## src/rtl/hazard_ctrl.sv

```systemverilog
// rtl/hazard_ctrl.sv - pipeline hazard controller: stalls, squashes, memory-wait freeze, forwarding
// Watchdog FSM freezes the pipe on mem_busy and latches err if memory never completes.
module hazard_ctrl #(
  parameter int unsigned TIMEOUT   = 256,
  parameter int unsigned CNT_W     = 16,
  parameter logic [1:0]  WESL_LOAD = 2'b01
) (
  input  logic             clk,
  input  logic             rst_n,
  input  logic [4:0]       id_rs1,
  input  logic [4:0]       id_rs2,
  input  logic             id_re1,
  input  logic             id_re2,
  input  logic [4:0]       ex_wr,
  input  logic             ex_we,
  input  logic [1:0]       ex_rf_wesl,
  input  logic [4:0]       mem_wr,
  input  logic             mem_we,
  input  logic [4:0]       wb_wr,
  input  logic             wb_we,
  input  logic             ex_br_taken,
  input  logic             mem_busy,
  output logic             pc_stop,
  output logic             if_id_stop,
  output logic             if_id_flush,
  output logic             id_ex_stop,
  output logic             id_ex_flush,
  output logic             ex_mem_stop,
  output logic [1:0]       fwd_a,
  output logic [1:0]       fwd_b,
  output logic             err,
  output logic [CNT_W-1:0] stall_cnt,
  output logic [CNT_W-1:0] flush_cnt
);

  localparam int unsigned WC_W = $clog2(TIMEOUT) + 1;

  typedef enum logic [1:0] {
    S_RUN  = 2'd0,
    S_WAIT = 2'd1,
    S_ERR  = 2'd2
  } state_t;

  state_t            r_state;
  logic [WC_W-1:0]   r_wait_cnt;
  logic              r_err;
  logic [CNT_W-1:0]  r_stall_cnt;
  logic [CNT_W-1:0]  r_flush_cnt;

  logic w_halt;
  logic w_freeze;
  logic w_ex_load;
  logic w_ex_fwd_ok;
  logic w_load_use;

  assign w_halt      = (r_state == S_ERR);
  assign w_freeze    = mem_busy && !w_halt;
  assign w_ex_load   = ex_we && (ex_rf_wesl == WESL_LOAD);
  // A load result is not available until MEM, so EX never forwards a load.
  assign w_ex_fwd_ok = ex_we && !w_ex_load;
  assign w_load_use  = w_ex_load && (ex_wr != 5'd0) &&
                       ((id_re1 && (id_rs1 == ex_wr)) || (id_re2 && (id_rs2 == ex_wr)));

  function automatic logic [1:0] fwd_sel(
    input logic       re,
    input logic [4:0] rs,
    input logic       ex_ok,
    input logic [4:0] exw,
    input logic       mem_ok,
    input logic [4:0] memw,
    input logic       wb_ok,
    input logic [4:0] wbw
  );
    logic [1:0] sel;
    sel = 2'd0;
    if (re && (rs != 5'd0)) begin
      if (ex_ok && (exw == rs))        sel = 2'd1;
      else if (mem_ok && (memw == rs)) sel = 2'd2;
      else if (wb_ok && (wbw == rs))   sel = 2'd3;
    end
    return sel;
  endfunction

  always_comb begin
    pc_stop     = 1'b0;
    if_id_stop  = 1'b0;
    if_id_flush = 1'b0;
    id_ex_stop  = 1'b0;
    id_ex_flush = 1'b0;
    ex_mem_stop = 1'b0;
    fwd_a       = 2'd0;
    fwd_b       = 2'd0;
    if (rst_n) begin
      fwd_a = fwd_sel(id_re1, id_rs1, w_ex_fwd_ok, ex_wr, mem_we, mem_wr, wb_we, wb_wr);
      fwd_b = fwd_sel(id_re2, id_rs2, w_ex_fwd_ok, ex_wr, mem_we, mem_wr, wb_we, wb_wr);
      // A frozen branch stays in EX, so its redirect is deferred until memory completes.
      if (w_halt || w_freeze) begin
        pc_stop     = 1'b1;
        if_id_stop  = 1'b1;
        id_ex_stop  = 1'b1;
        ex_mem_stop = 1'b1;
      end else if (ex_br_taken) begin
        if_id_flush = 1'b1;
        id_ex_flush = 1'b1;
      end else if (w_load_use) begin
        pc_stop     = 1'b1;
        if_id_stop  = 1'b1;
        id_ex_flush = 1'b1;
      end
    end
  end

  always_ff @(posedge clk or negedge rst_n) begin
    if (!rst_n) begin
      r_state    <= S_RUN;
      r_wait_cnt <= '0;
      r_err      <= 1'b0;
    end else begin
      case (r_state)
        S_RUN: begin
          if (mem_busy) begin
            r_state    <= S_WAIT;
            r_wait_cnt <= WC_W'(1);
          end
        end
        S_WAIT: begin
          if (!mem_busy) begin
            r_state    <= S_RUN;
            r_wait_cnt <= '0;
          end else if (r_wait_cnt == WC_W'(TIMEOUT - 1)) begin
            r_state <= S_ERR;
            r_err   <= 1'b1;
          end else begin
            r_wait_cnt <= r_wait_cnt + WC_W'(1);
          end
        end
        S_ERR: begin
          r_err <= 1'b1;
        end
        default: begin
          r_state    <= S_RUN;
          r_wait_cnt <= '0;
        end
      endcase
    end
  end

  always_ff @(posedge clk or negedge rst_n) begin
    if (!rst_n) begin
      r_stall_cnt <= '0;
      r_flush_cnt <= '0;
    end else begin
      if (pc_stop && (r_stall_cnt != {CNT_W{1'b1}}))
        r_stall_cnt <= r_stall_cnt + CNT_W'(1);
      if (if_id_flush && (r_flush_cnt != {CNT_W{1'b1}}))
        r_flush_cnt <= r_flush_cnt + CNT_W'(1);
    end
  end

  assign err       = r_err;
  assign stall_cnt = r_stall_cnt;
  assign flush_cnt = r_flush_cnt;

endmodule

```

## config.mk

```make
export PLATFORM = sky130hd
export DESIGN_NAME = hazard_ctrl
export DESIGN_NICKNAME = d
export VERILOG_FILES = /design/src/rtl/hazard_ctrl.sv
export SDC_FILE = /design/constraint.sdc
export NUM_CORES = 1
export LEC_CHECK = 0
export BUFFER_PORTS_ARGS = -buffer_cell sky130_fd_sc_hd__buf_2
export CORE_ASPECT_RATIO = 1.5
export CORE_MARGIN = 2
export CORE_UTILIZATION = 48
export CTS_BUF_LIST = sky130_fd_sc_hd__clkbuf_8
export DETAILED_ROUTE_END_ITERATION = 8
export PLACE_DENSITY = 0.89
export REMOVE_ABC_BUFFERS = 1
export SETUP_SLACK_MARGIN = 0.5
export SYNTH_ARGS = -nofsm -noshare
export SYNTH_HDL_FRONTEND = slang
export SYNTH_SLANG_ARGS = --single-unit
export TNS_END_PERCENT = 5
```

## constraint.sdc

```tcl
create_clock -name clk -period 2.35 [get_ports clk]
set_clock_uncertainty 0.15 [all_clocks]
set_input_delay 0.47 -clock clk [delete_from_list [all_inputs] [get_ports clk]]
set_output_delay 0.47 -clock clk [all_outputs]
set_load 0.05 [all_outputs]
```

==> flow_summary_export.csv <==
group,metric,value,unit
sta,fin_crit_sh,1.076,
logic_synthesis,synth_largest_area_cell,"dfrtp_1",
sta,setup_violations,7,
clock_network,clock_latency,0.30,ns
drt,dr.pass1.iters,4,
drt,num_vias,2518,
global_routing,grt_use_total,0.2295,
logic_synthesis,synth.avg_cell_area,9.866,um2
sta,tightest_slew,0.6745,ns
min_path,hold_path_class,"in -> async",
floorplan,io-pin-count,79,
power,p_sw,0.0009198,W
power,p_per_area,596.8,nW/um2
logic_synthesis,synth-seq-cells,44,
setup_path,ff2ff_setup_slack,0.11,ns
clock_network,cts-root-buf,"clkbuf_8",
setup_path,critPathLaunchType,"primary input",
power,swShare,0.3876,
clock_network,htree_num_levels,2,
setup_path,worstReg2RegStart,"r_wait_cnt[0]",
logic_synthesis,syn_area,2664,um2
power,p_leak,1.881,nW
sta,slew_violations,0,
sta,grt_setup_unrepaired,"true",
logic_synthesis,synthTopCellsByArea,"dfrtp_1 41%, xor2_1 11%, xnor2_1 10%",
placement,port_buffers,78,
setup_path,r2r_cells,10,
drt,drt_wl_total,7737,um
placement,dp_slack,-0.2754,ns
cells_and_area,fin_nets,414,
power,seq_power_share,0.405,
cells_and_area,fill_cells,348,
logic_synthesis,syn_inst,270,
setup_path,critical-path-slowest-cell,"nor4_1",
clock_network,cts_buffers,5,
run_status,outcome,"complete, but fails checks",
setup_path,reg2reg_to,"r_wait_cnt[7]",
logic_synthesis,synth.distinct_cells,39,
cells_and_area,multi_input_area,1884,um2
floorplan,die_x,64.83,um
global_routing,grt_pass1_wl,11100,um
cells_and_area,most-common-layout-cells,"59 x buf_2, 43 x dfrtp_1, 33 x xor2_1",
setup_path,critPathRequiredTime,1.73,ns
setup_path,path_class,"in -> out",
power,internal-power,0.001453,W
floorplan,die_height,95.24,um
cells_and_area,final_common_cell,"buf_2",
drt,ant_nets,0,
setup_path,crit_path_max_fanout,3,
clock_network,clk_path_buf_depth,2,
cells_and_area,diodes,0,
cells_and_area,area_delta_synth_final,49.27,%
floorplan,rows,33,
drt,wl_per_cell,17.39,um
run_status,violations,"negative setup slack",
logic_synthesis,yosysWarningCount,0,
power,pwr-share-comb,0.358,
clock_network,cts_tree,"done",
logic_synthesis,yosysTopAreaCellShare,0.4133,
cells_and_area,register_area,1102,um2
sta,hold_viol_final,0,
floorplan,die-area,6174,um2
placement,dpl.hpwl,5050,um
placement,gp_congestion,0.8546,
logic_synthesis,yosysSeqAreaShare,0.4133,
global_routing,grt_overflow,0,
setup_path,end_kind,"output pin",
global_routing,grt_max_degree,43,
sta,slew_headroom,0.5494,
setup_path,path_common_cell,"buf_4",
setup_path,cp_data_arrival_time,1.91,ns
power,ir_worst_vdd,0.9216,mV
power,power,0.002373,W
setup_path,critical_path.max_stage_delay,0.25,ns
sta,max_freq,395.6,MHz
floorplan,start_util,0.4925,
sta,finalSetupTns,-0.6619,ns
drt,routed_via_density,5.658,
sta,min_period,2.528,ns
clock_network,clock-sinks,44,
clock_network,clk_pin_slew_worst_paths,0.08,ns
drt,detail_route.drc_violations,0,
setup_path,setup.worst_path.start,"id_rs1[4]",
global_routing,first_global_vias,2463,
power,clockPowerShare,0.237,
setup_path,crit_end,"fwd_a[1]",
sta,final.setup.worst_slack,-0.1775,ns
drt,drtIter0Drc,107,
floorplan,coreArea,5409,um2
setup_path,cp_cell_sequence,"buf_4 > buf_6 > xor2_1 > nor4_1 > buf_4 > and3_4 > nor2b_1 > nor3_1 > buf_4",
global_routing,antenna_found_initial,0,
flow_run,maxCapViolCount,0,
cells_and_area,final_layout_size_suffix_gt1_frac,0.4560,
[worst min path at each step]
stage,start,to,slack [ns]
finish,rst_n,r_wait_cnt[3],0.12
global route,rst_n,r_wait_cnt[3],0.19
CTS,rst_n,r_wait_cnt[3],0.14
detailed placement,rst_n,r_state[0],0.26
global placement,rst_n,r_state[0],0.26
floorplan,rst_n,err,0.02
[per-stage QoR]
stage	area, um2	hold WS (ns)	instances	utilization
floorplan	2619	0.02441	262	-
global placement	3269	0.2635	433	0.6044
detailed placement	3269	0.2591	433	0.6044
CTS	3660	0.1390	442	0.6766
global route	3976	0.1934	445	0.7351
finish	3976	0.1228	445	0.7351
[power groups by stage]
stage,Combinational (W),Clock [W],Sequential (W)
2_1_floorplan,0.000228,0,0.00125
3_3_place_gp,0.000746,0,0.000959
3_5_place_dp,0.000766,0,0.000965
4_1_cts,0.000804,0.000572,0.000953
5_1_grt,0.000896,0.000598,0.000975
6_report,0.000851,0.000562,0.000960
[cell families (layout without fill, tap and decap cells)]
group / count (synthesis) / after routing / share of synthesized area
mux: 5 / 5 / 0.02067
xor+xnor: 65 / 65 / 0.2137
flops: 44 / 44 / 0.4133
simple gates: 114 / 114 / 0.2405
compound gates: 23 / 23 / 0.06623
fa+ha+maj: 4 / 4 / 0.01879
buf+inv: 15 / 120 / 0.02677
[layout make-up]
| cell class | instances | area share |
|---|---|---|
| Multi-Input combinational cell | 211 | 0.4739 |
| Sequential cell | 44 | 0.2772 |
| Timing Repair Buffer | 105 | 0.1932 |
| Tap cell | 70 | 0.02203 |
| Clock buffer | 5 | 0.01731 |
| Clock inverter | 3 | 0.009755 |
| Inverter | 7 | 0.006608 |
[registers in the layout, indices dropped and copies added (netlist names)]
| register | count |
|---|---|
| r_state | 2 |
| r_wait_cnt | 9 |
| err | 1 |
| flush_cnt | 16 |
| stall_cnt | 16 |
[Yosys cell counts]
master / number
dfrtp_1: 44
xor2_1: 34
xnor2_1: 31
nand3_1: 18
nor2_1: 17
nand2_1: 14
nand2b_1: 13
and3_1: 12
nand4_1: 10
o22ai_1: 8
inv_1: 7
nor2b_1: 6
clkbuf_1: 5
nor3_1: 5
a21oi_1: 4
and4_1: 4
ha_1: 4
nor4_1: 4
mux2_1: 3
o21ai_0: 3
and2_1: 2
buf_4: 2
nor3b_1: 2
o211ai_1: 2
or4_1: 2
a22o_1: 1
a31oi_2: 1
a32oi_1: 1
and4b_1: 1
buf_6: 1
mux2_2: 1
mux2i_1: 1
nand4b_1: 1
nor3_4: 1
o2111ai_1: 1
o211a_1: 1
o41ai_4: 1
or2_2: 1
or4_2: 1
[per-layer routing]
metal | vias to the layer above | GRT usage | part of all wire
met5 | - | 0 | 0
met4 | 0 | 0.1028 | 0.047
met3 | 26 | 0.03424 | 0.047
met2 | 95 | 0.4287 | 0.54
met1 | 1250 | 0.2531 | 0.36
li1 | 1147 | - | -
[worst max-delay path: cells and delay by family]
family,cells,cell delay (ns)
xor gates and xnor gates,1,0.13
buffers and inverters,4,0.65
and+or+nand+nor,4,0.65
[what timing repair did]
action,4_1_cts,5_1_grt
hold buffers,1,0
pin swaps,32,52
endpoints found under the hold margin,2,0
buffers inserted,0,3
setup endpoints to repair,44,49
resized for setup,72,62
No activity file was read; power rests on OpenSTA's default activity.
